==> config.mk <==
export PLATFORM = sky130hd
export DESIGN_NAME = vote_kofn
export DESIGN_NICKNAME = d
export VERILOG_FILES = /design/src/rtl/vote_kofn.sv
export SDC_FILE = /design/constraint.sdc
export NUM_CORES = 1
export LEC_CHECK = 0
export CAP_MARGIN = 40
export CORE_MARGIN = 2
export CORE_UTILIZATION = 48
export CTS_CLUSTER_DIAMETER = 30
export DETAILED_ROUTE_END_ITERATION = 8
export MAX_ROUTING_LAYER = met4
export PLACE_DENSITY = 0.79
export SLEW_MARGIN = 20
export SYNTH_ARGS = -nofsm -noshare
export SYNTH_HDL_FRONTEND = slang
export SYNTH_SLANG_ARGS = --single-unit
==> constraint.sdc <==
create_clock -name CLK -period 3.19 [get_ports CLK]
set_input_delay 0.638 -clock CLK [delete_from_list [all_inputs] [get_ports CLK]]
set_output_delay 0.638 -clock CLK [all_outputs]
set_load 0.1 [all_outputs]
==> src/rtl/vote_kofn.sv <==
// K-of-N bitwise majority voter with a persistence filter on the output
// and per-channel persistent-disagreement flags.
// Pipeline: stage 1 registers the channel inputs; stage 2 votes on the
// registered sample, filters the vote and updates the fault tracking.
module vote_kofn #(
  parameter int N    = 3,
  parameter int K    = 2,
  parameter int W    = 1,
  parameter int HOLD = 1,
  parameter int FLT  = 4
) (
  input  logic           CLK,
  input  logic           RST,
  input  logic           EN,
  input  logic [N*W-1:0] D,
  output logic [W-1:0]   Y,
  output logic           VALID,
  output logic           MISMATCH,
  output logic [N-1:0]   FLT_FLAG
);

  // popcount must hold N; counters must hold their saturation values
  localparam int PW = $clog2(N + 1);
  localparam int CW = $clog2(HOLD + 1);
  localparam int FW = $clog2(FLT + 1);

  // Reject unsupported parameter combinations at elaboration time
  if (N < 2 || N > 16 || K < 1 || K > N || W < 1 || W > 32 ||
      HOLD < 1 || FLT < 1) begin : g_param_check
    $fatal(1, "vote_kofn: parameter out of range (N=%0d K=%0d W=%0d HOLD=%0d FLT=%0d)",
           N, K, W, HOLD, FLT);
  end

  // Handshake: EN is a one-way strobe with no back-pressure; a sample is
  // taken on every rising edge where EN=1 and the block is never busy.

  logic [N*W-1:0] d_r;
  logic           v1;
  logic [W-1:0]   vote;
  logic [PW-1:0]  ones [W];
  logic [N-1:0]   dis;
  logic [W-1:0]   cand;
  logic [CW-1:0]  cnt;
  logic [CW-1:0]  next_cnt;
  logic [FW-1:0]  fc      [N];
  logic [FW-1:0]  fc_next [N];

  // Stage 1: capture the channels when strobed; v1 marks a fresh sample
  always_ff @(posedge CLK) begin
    if (RST) begin
      d_r <= '0;
      v1  <= 1'b0;
    end else begin
      v1 <= EN;
      if (EN) d_r <= D;
    end
  end

  // Bitwise vote: count the channels holding a 1 in each bit position
  always_comb begin
    for (int b = 0; b < W; b++) begin
      ones[b] = '0;
      for (int i = 0; i < N; i++) begin
        ones[b] = ones[b] + PW'(d_r[i*W + b]);
      end
      vote[b] = (ones[b] >= PW'(K));
    end
  end

  // A channel disagrees when any of its bits differs from the vote
  always_comb begin
    for (int i = 0; i < N; i++) begin
      dis[i] = (d_r[i*W +: W] != vote);
    end
  end

  // Persistence run length: a changed vote starts a new run at 1
  always_comb begin
    next_cnt = CW'(1);
    if (vote == cand) begin
      next_cnt = (cnt == CW'(HOLD)) ? CW'(HOLD) : cnt + CW'(1);
    end
  end

  // Per-channel disagreement run length, saturating at FLT
  always_comb begin
    for (int i = 0; i < N; i++) begin
      fc_next[i] = '0;
      if (dis[i]) begin
        fc_next[i] = (fc[i] == FW'(FLT)) ? FW'(FLT) : fc[i] + FW'(1);
      end
    end
  end

  // Stage 2 filter and output: Y only moves once a vote has persisted
  always_ff @(posedge CLK) begin
    if (RST) begin
      cand     <= '0;
      cnt      <= '0;
      Y        <= '0;
      VALID    <= 1'b0;
      MISMATCH <= 1'b0;
    end else if (v1) begin
      cand     <= vote;
      cnt      <= next_cnt;
      MISMATCH <= |dis;
      if (next_cnt == CW'(HOLD)) begin
        Y     <= vote;
        VALID <= 1'b1;
      end
    end
  end

  // Stage 2 fault tracking: flags are sticky until reset
  always_ff @(posedge CLK) begin
    if (RST) begin
      for (int i = 0; i < N; i++) fc[i] <= '0;
      FLT_FLAG <= '0;
    end else if (v1) begin
      for (int i = 0; i < N; i++) begin
        fc[i] <= fc_next[i];
        if (fc_next[i] == FW'(FLT)) FLT_FLAG[i] <= 1'b1;
      end
    end
  end

endmodule

==> metrics.cfg, run 1 <==
[synth]
seq_area_frac_synth_pct=47.4
netlist_instances=93
yosys_most_used_dff=dfxtp_1
syn-num-nets=106
synth_edf_count=9
yosysUniqueCellTypes=34
yosysWarnings=0
synth_seq_cells=19
avgSynthCellArea_um2=10.7
async_flop_share_pct=0
synth_area_um2=992

[critical_path]
critPathArrivalTime_ns=2.02
startpoint_type=input pin
required_ns=3.23
r2r_setup_slack_ns=1.41
path_max_fanout=15
ff2ff_path_depth=4
end_kind=flop
r2r_start=d_r[0]
worstSetupPathType=in2reg
reg2reg_to=fc[0][6]

[pwr]
p_per_area_mw_per_mm2=422
vdd_drop_max_mv=0.349
power.leakage_nw=0.478

[route]
avgViaCountPerCell=5.33
dr.pass1.iters=4
wire_per_inst_um=12.5
routed_wl_mm=1.67
highest_layer=met4
met3_length_um=55
wl_met2_um=814
drt-initial-drc-count=13
ant_nets=0
drc=0
wl_met1_um=791
via_count=709

[global_route]
grt_max_degree=16
grt_pass1_wl_mm=2.94
grtUsageTotal_pct=15.6
grt_overflow=0
grt_pass1_vias=698
antenna_found_initial=0

[clock_tree]
cts_hold_buf=0
numCtsBuffers=3
htreeDepth=1
cts_resized=0
cts_tree=built
cts_buffer_depth=2
cts_setup_buffers=0
clk_pin_slew_ns=0.11
cts_root_buf=clkbuf_4
insertion_delay_ns=0.29
cts_sinks=19

[hold_path]
min_delay_worst_endpoint=FLT_FLAG[0]
min_path_cells=2
holdCritStartpoint=FLT_FLAG[0]
hold_path.class=reg2reg

[cells_and_area]
fin_util_pct=58.0
layout.nets=120
drive_gt1_share_pct=13.2
n_antenna_cell=0
multiInputGateArea_um2=469
syn_to_final_growth_pct=14.6
final_cell_mix=inv_1 (11), dfxtp_1 (10), nor2_1 (10)
ff_latch_area_um2=470
n_fill_cell=197
layout_commonest_cell=inv_1

[sta]
finalHoldViolCount=0
fmaxAchievable_mhz=505
setup_tns_ns=0
slew_violations=0
setup_viol=0
finalCritPeriodShare_pct=62.1
min_period_ns=1.98
slew_headroom_pct=70.7
setup_slack_ns=1.21
whs_ns=0.464
rsz0062_at_grt=false
tightest_slew_ns=0.438
finalClockSkew_ns=0.00162

[job]
cap_violations=0

[floorplan]
initial_core_util_pct=50.6
die_area_mm2=0.00245
die_h_um=49.5
ioPinCount=12
dieWidth_um=49.5
core_area_mm2=0.00196
rows=16

[status]
status=finished, final reports clean

[place]
dp_hpwl_mm=1.26
pre_cts_ws_ns=0.877
gp_congestion=0.806
port_buffers=11

## metal layers
| layer | global-route usage (%) | vias to the layer above |
|---|---|---|
| met5 | - | - |
| met4 | 4.17 | 0 |
| met1 | 18.9 | 330 |
| li1 | - | 363 |
| met2 | 27.7 | 14 |
| met3 | 1.82 | 2 |
## metrics by stage
step,power [W],std cells,instance area (µm²)
finish,0.000480,133,1140
global placement,0.000361,129,1110
CTS,0.000482,133,1140
global route,0.000499,133,1140
detailed placement,0.000364,129,1110
floorplan,0.000343,93,992
## power breakdown
| part | switching (W) | total (W) | internal [W] |
|---|---|---|---|
| clock network | 0.0000745 | 0.000121 | 0.0000466 |
| logic | 0.0000489 | 0.0000779 | 0.0000290 |
| registers | 0.0000134 | 0.000281 | 0.000267 |
| total | 0.000137 | 0.000480 | 0.000343 |
## flip-flops by register name (all words and copies together), names as in the netlist
register  flops
d_r           3
Y             1
FLT_FLAG      3
fc            9
VALID         1
MISMATCH      1
v1            1
## cell type report
| type | count | share of cell area (%) |
|---|---|---|
| repair buffers | 11 | 8.36 |
| flip-flops and latches | 19 | 41.4 |
| clock buffers | 3 | 1.98 |
| multi-input cells | 61 | 41.3 |
| clock inverters | 1 | 0.440 |
| inverters | 11 | 3.63 |
| well taps | 27 | 2.97 |
## logic make-up after synthesis
kind of cell | count (synthesis) | share of synthesized area, %
simple gates | 29 | 16.3
mux | 4 | 4.04
compound gates | 18 | 15.5
fa+ha+maj | 7 | 8.83
flops | 19 | 47.4
xor+xnor | 3 | 2.65
buf+inv | 13 | 5.30
## critical path, cell delays in order
cell and delay, ns:
clkdlybuf4s50_1 0.74, and3b_1 0.23, mux2i_1 0.31, a211oi_1 0.10
## synthesized netlist by cell type, types with 2 or more instances
cell / n / share of area (%)
nor2b_1: 2 / 1.3
nand2b_1: 3 / 1.9
xor2_1: 3 / 2.6
ha_1: 7 / 8.8
mux2i_1: 4 / 4.0
edfxtp_1: 9 / 27
nand3b_1: 2 / 1.5
dfxtp_1: 10 / 20
a211oi_1: 4 / 3.0
nor2_1: 10 / 3.8
nor3_1: 3 / 1.5
o21ai_0: 2 / 1.0
a21oi_1: 2 / 1.0
inv_1: 11 / 4.2
nor3b_1: 2 / 1.5
## worst max-delay path by stage
| stage | startpoint | to | slack (ns) | depth (start not counted) |
|---|---|---|---|---|
| after floorplan | d_r[0] | fc[0][6] | 1.61 | 4 |
| after global placement | RST | fc[0][6] | 0.94 | 4 |
| after detailed placement | RST | fc[0][6] | 0.88 | 4 |
| after CTS | RST | fc[0][6] | 1.19 | 4 |
| after global routing | RST | fc[0][6] | 1.08 | 4 |
| final | RST | fc[0][6] | 1.21 | 4 |
Note: power is estimated with default switching activity, not from simulation.
==> inputs of run 2 (changes only) <==
Clock period 3.19 ns to 2 ns, I/O delays scaled along.
==> run 2 against run 1 <==
Effect of this change:
- clock skew is 0.010 ns higher
- non-clock buffer count is 3 higher
- utilization is 1.2 points higher
- sequential share of layout area is 0.85 points lower
- total power is 63% higher
- critical path type is now reg2reg
- setup slack worse by 0.99 ns
- via count is 0.85% higher
- register-to-register slack worse by 1.2 ns
- critical path depth stayed put
- wire length is 13% higher
- flip-flop and latch count stayed put
- largest power group unchanged
- highest routed layer unchanged
- clock-buffer cell count stayed put
==> metrics.cfg, run 2 (synthesized netlist as in run 1, its figures left out) <==
[route]
avgViaCountPerCell=5.26  ; was 5.33
ant_nets=0  ; unchanged
via_count=715  ; was 709
dr.pass1.iters=4  ; unchanged
drc=0  ; unchanged
routed_wl_mm=1.89  ; was 1.67 mm
drt-initial-drc-count=15  ; was 13
wire_per_inst_um=13.9  ; was 12.5 µm

[clock_tree]
cts_resized=0  ; unchanged
cts_root_buf=clkbuf_4  ; unchanged
cts_hold_buf=0  ; unchanged
cts_setup_buffers=0  ; unchanged
cts_sinks=19  ; unchanged
cts_tree=built  ; unchanged
htreeDepth=1  ; unchanged
insertion_delay_ns=0.30  ; was 0.29 ns
clk_pin_slew_ns=0.12  ; was 0.11 ns
numCtsBuffers=3  ; unchanged
cts_buffer_depth=2  ; unchanged

[pwr]
p_per_area_mw_per_mm2=671  ; was 422 mW/mm²
pwr-share-clk_pct=25.6  ; was 25.3%
vdd_drop_max_mv=0.463  ; was 0.349 mV
switchingPower_w=0.000225  ; was 0.000137 W
power_frac_seq_pct=57.4  ; was 58.5%
p_int_w=0.000554  ; was 0.000343 W
sw_frac_of_total_pct=28.9  ; was 28.5%
combPwrFrac_pct=17.0  ; was 16.2%
power.leakage_nw=0.494  ; was 0.478 nW

[place]
gp_congestion=0.764  ; was 0.806
dp_hpwl_mm=1.50  ; was 1.26 mm
dpl_cell_area_mm2=0.00113  ; was 0.00111 mm²
port_buffers=11  ; unchanged

[critical_path]
path_cells=ha_1, a21oi_4, mux2i_1, nor2_1  ; was clkdlybuf4s50_1, and3b_1, mux2i_1, a211oi_1
required_ns=2.04  ; was 3.23 ns
cpPeakStageDelay_ns=0.44  ; was 0.74 ns
end_kind=flop  ; unchanged
cp_slowest_cell=dfxtp_1  ; was clkdlybuf4s50_1
critPathArrivalTime_ns=1.82  ; was 2.02 ns
startpoint_type=flop  ; was input pin
path_max_fanout=6  ; was 15
worstSetupPathType=reg2reg  ; was in2reg

[global_route]
grt_pass1_vias=734  ; was 698
grt_pass1_wl_mm=3.22  ; was 2.94 mm
grt_max_degree=13  ; was 16
antenna_found_initial=0  ; unchanged
grt_overflow=0  ; unchanged
grtUsageTotal_pct=17.7  ; was 15.6%

[sta]
setup_viol=0  ; unchanged
slew_violations=0  ; unchanged
fmaxAchievable_mhz=562
tightest_slew_ns=0.398  ; was 0.438 ns
slew_headroom_pct=72.7  ; was 70.7%
finalCritPeriodShare_pct=89.0
rsz0062_at_grt=false  ; unchanged
finalClockSkew_ns=0.0118  ; was 0.00162 ns
finalHoldViolCount=0  ; unchanged
min_period_ns=1.78
setup_tns_ns=0  ; unchanged

[cells_and_area]
fin_util_pct=59.2  ; was 58.0%
largest_register_ffs=9  ; unchanged
syn_to_final_growth_pct=17.0  ; was 14.6%
drive_gt1_share_pct=15.6  ; was 13.2%
layout.nets=123  ; was 120
layout_commonest_cell=inv_1  ; unchanged
final_cell_mix=inv_1 (11), dfxtp_1 (10), nor2_1 (10)  ; unchanged
n_fill_cell=196  ; was 197
n_antenna_cell=0  ; unchanged
ff_latch_area_um2=470  ; unchanged
stdcell_area_mm2=0.00116  ; was 0.00114 mm²
multiInputGateArea_um2=469  ; unchanged
reg_top3=fc (9), FLT_FLAG (3), d_r (3)  ; unchanged
largest-register=fc  ; unchanged

[floorplan]
initial_core_util_pct=50.6  ; unchanged
die_area_mm2=0.00245  ; unchanged
core_area_mm2=0.00196  ; unchanged
die_h_um=49.5  ; unchanged
dieWidth_um=49.5  ; unchanged
ioPinCount=12  ; unchanged
rows=16  ; unchanged

[job]
cap_violations=0  ; unchanged

[status]
status=finished, final reports clean  ; unchanged

[hold_path]
hold_path.class=reg2reg  ; unchanged

## run 2: layout make-up
| cell class | instances | area share (%) |
|---|---|---|
| clock buffers | 3 | 1.94 |
| clock inverters | 1 | 0.539 |
| inverters | 11 | 3.56 |
| multi-input cells | 61 | 40.4 |
| flip-flops and latches | 19 | 40.5 |
| well taps | 27 | 2.91 |
| repair buffers | 14 | 10.1 |
## run 2: path summary, 6_finish.rpt
path | startpoint | to | slack (ns) | cells past startpoint
setup / recovery | d_r[2] | fc[0][8] | 0.22 | 4
hold / removal | VALID | VALID | 0.48 | 2
setup reg to reg | d_r[2] | fc[0][8] | 0.22 | 4
hold reg to reg | VALID | VALID | 0.48 | 2
## run 2: layer usage
metal  GRT usage [%]  vias up  share of wire (%)
li1                -      365                  -
met1            21.2      329                 46
met2            29.3       14                 49
met3            3.03        7                3.0
met4            7.87        0                2.1
met5               -        -                  0
## run 2: through the flow
step	setup slack [ns]	total power, W	std cells	hold WS [ns]
after global placement	0.211	0.000581	132	0.445
after global routing	0.0808	0.000817	136	0.511
final	0.220	0.000780	136	0.484
after floorplan	0.416	0.000546	93	0.528
after CTS	0.213	0.000785	136	0.490
after detailed placement	0.146	0.000589	132	0.467
## run 2: worst max-delay path, delay by kind of cell, from the launching register on
family / cells / cell delay [ns]
flops: 1 / 0.44
fa+ha+maj: 1 / 0.33
mux: 1 / 0.42
compound gates: 1 / 0.24
simple gates: 1 / 0.09
## run 2: power by group through the flow
stage          combinational [W]  sequential, W  clock (W)
2_1_floorplan          0.0000659       0.000480          0
3_3_place_gp            0.000127       0.000454          0
3_5_place_dp            0.000133       0.000456          0
4_1_cts                 0.000134       0.000447   0.000204
5_1_grt                 0.000144       0.000451   0.000222
6_report                0.000133       0.000447   0.000199
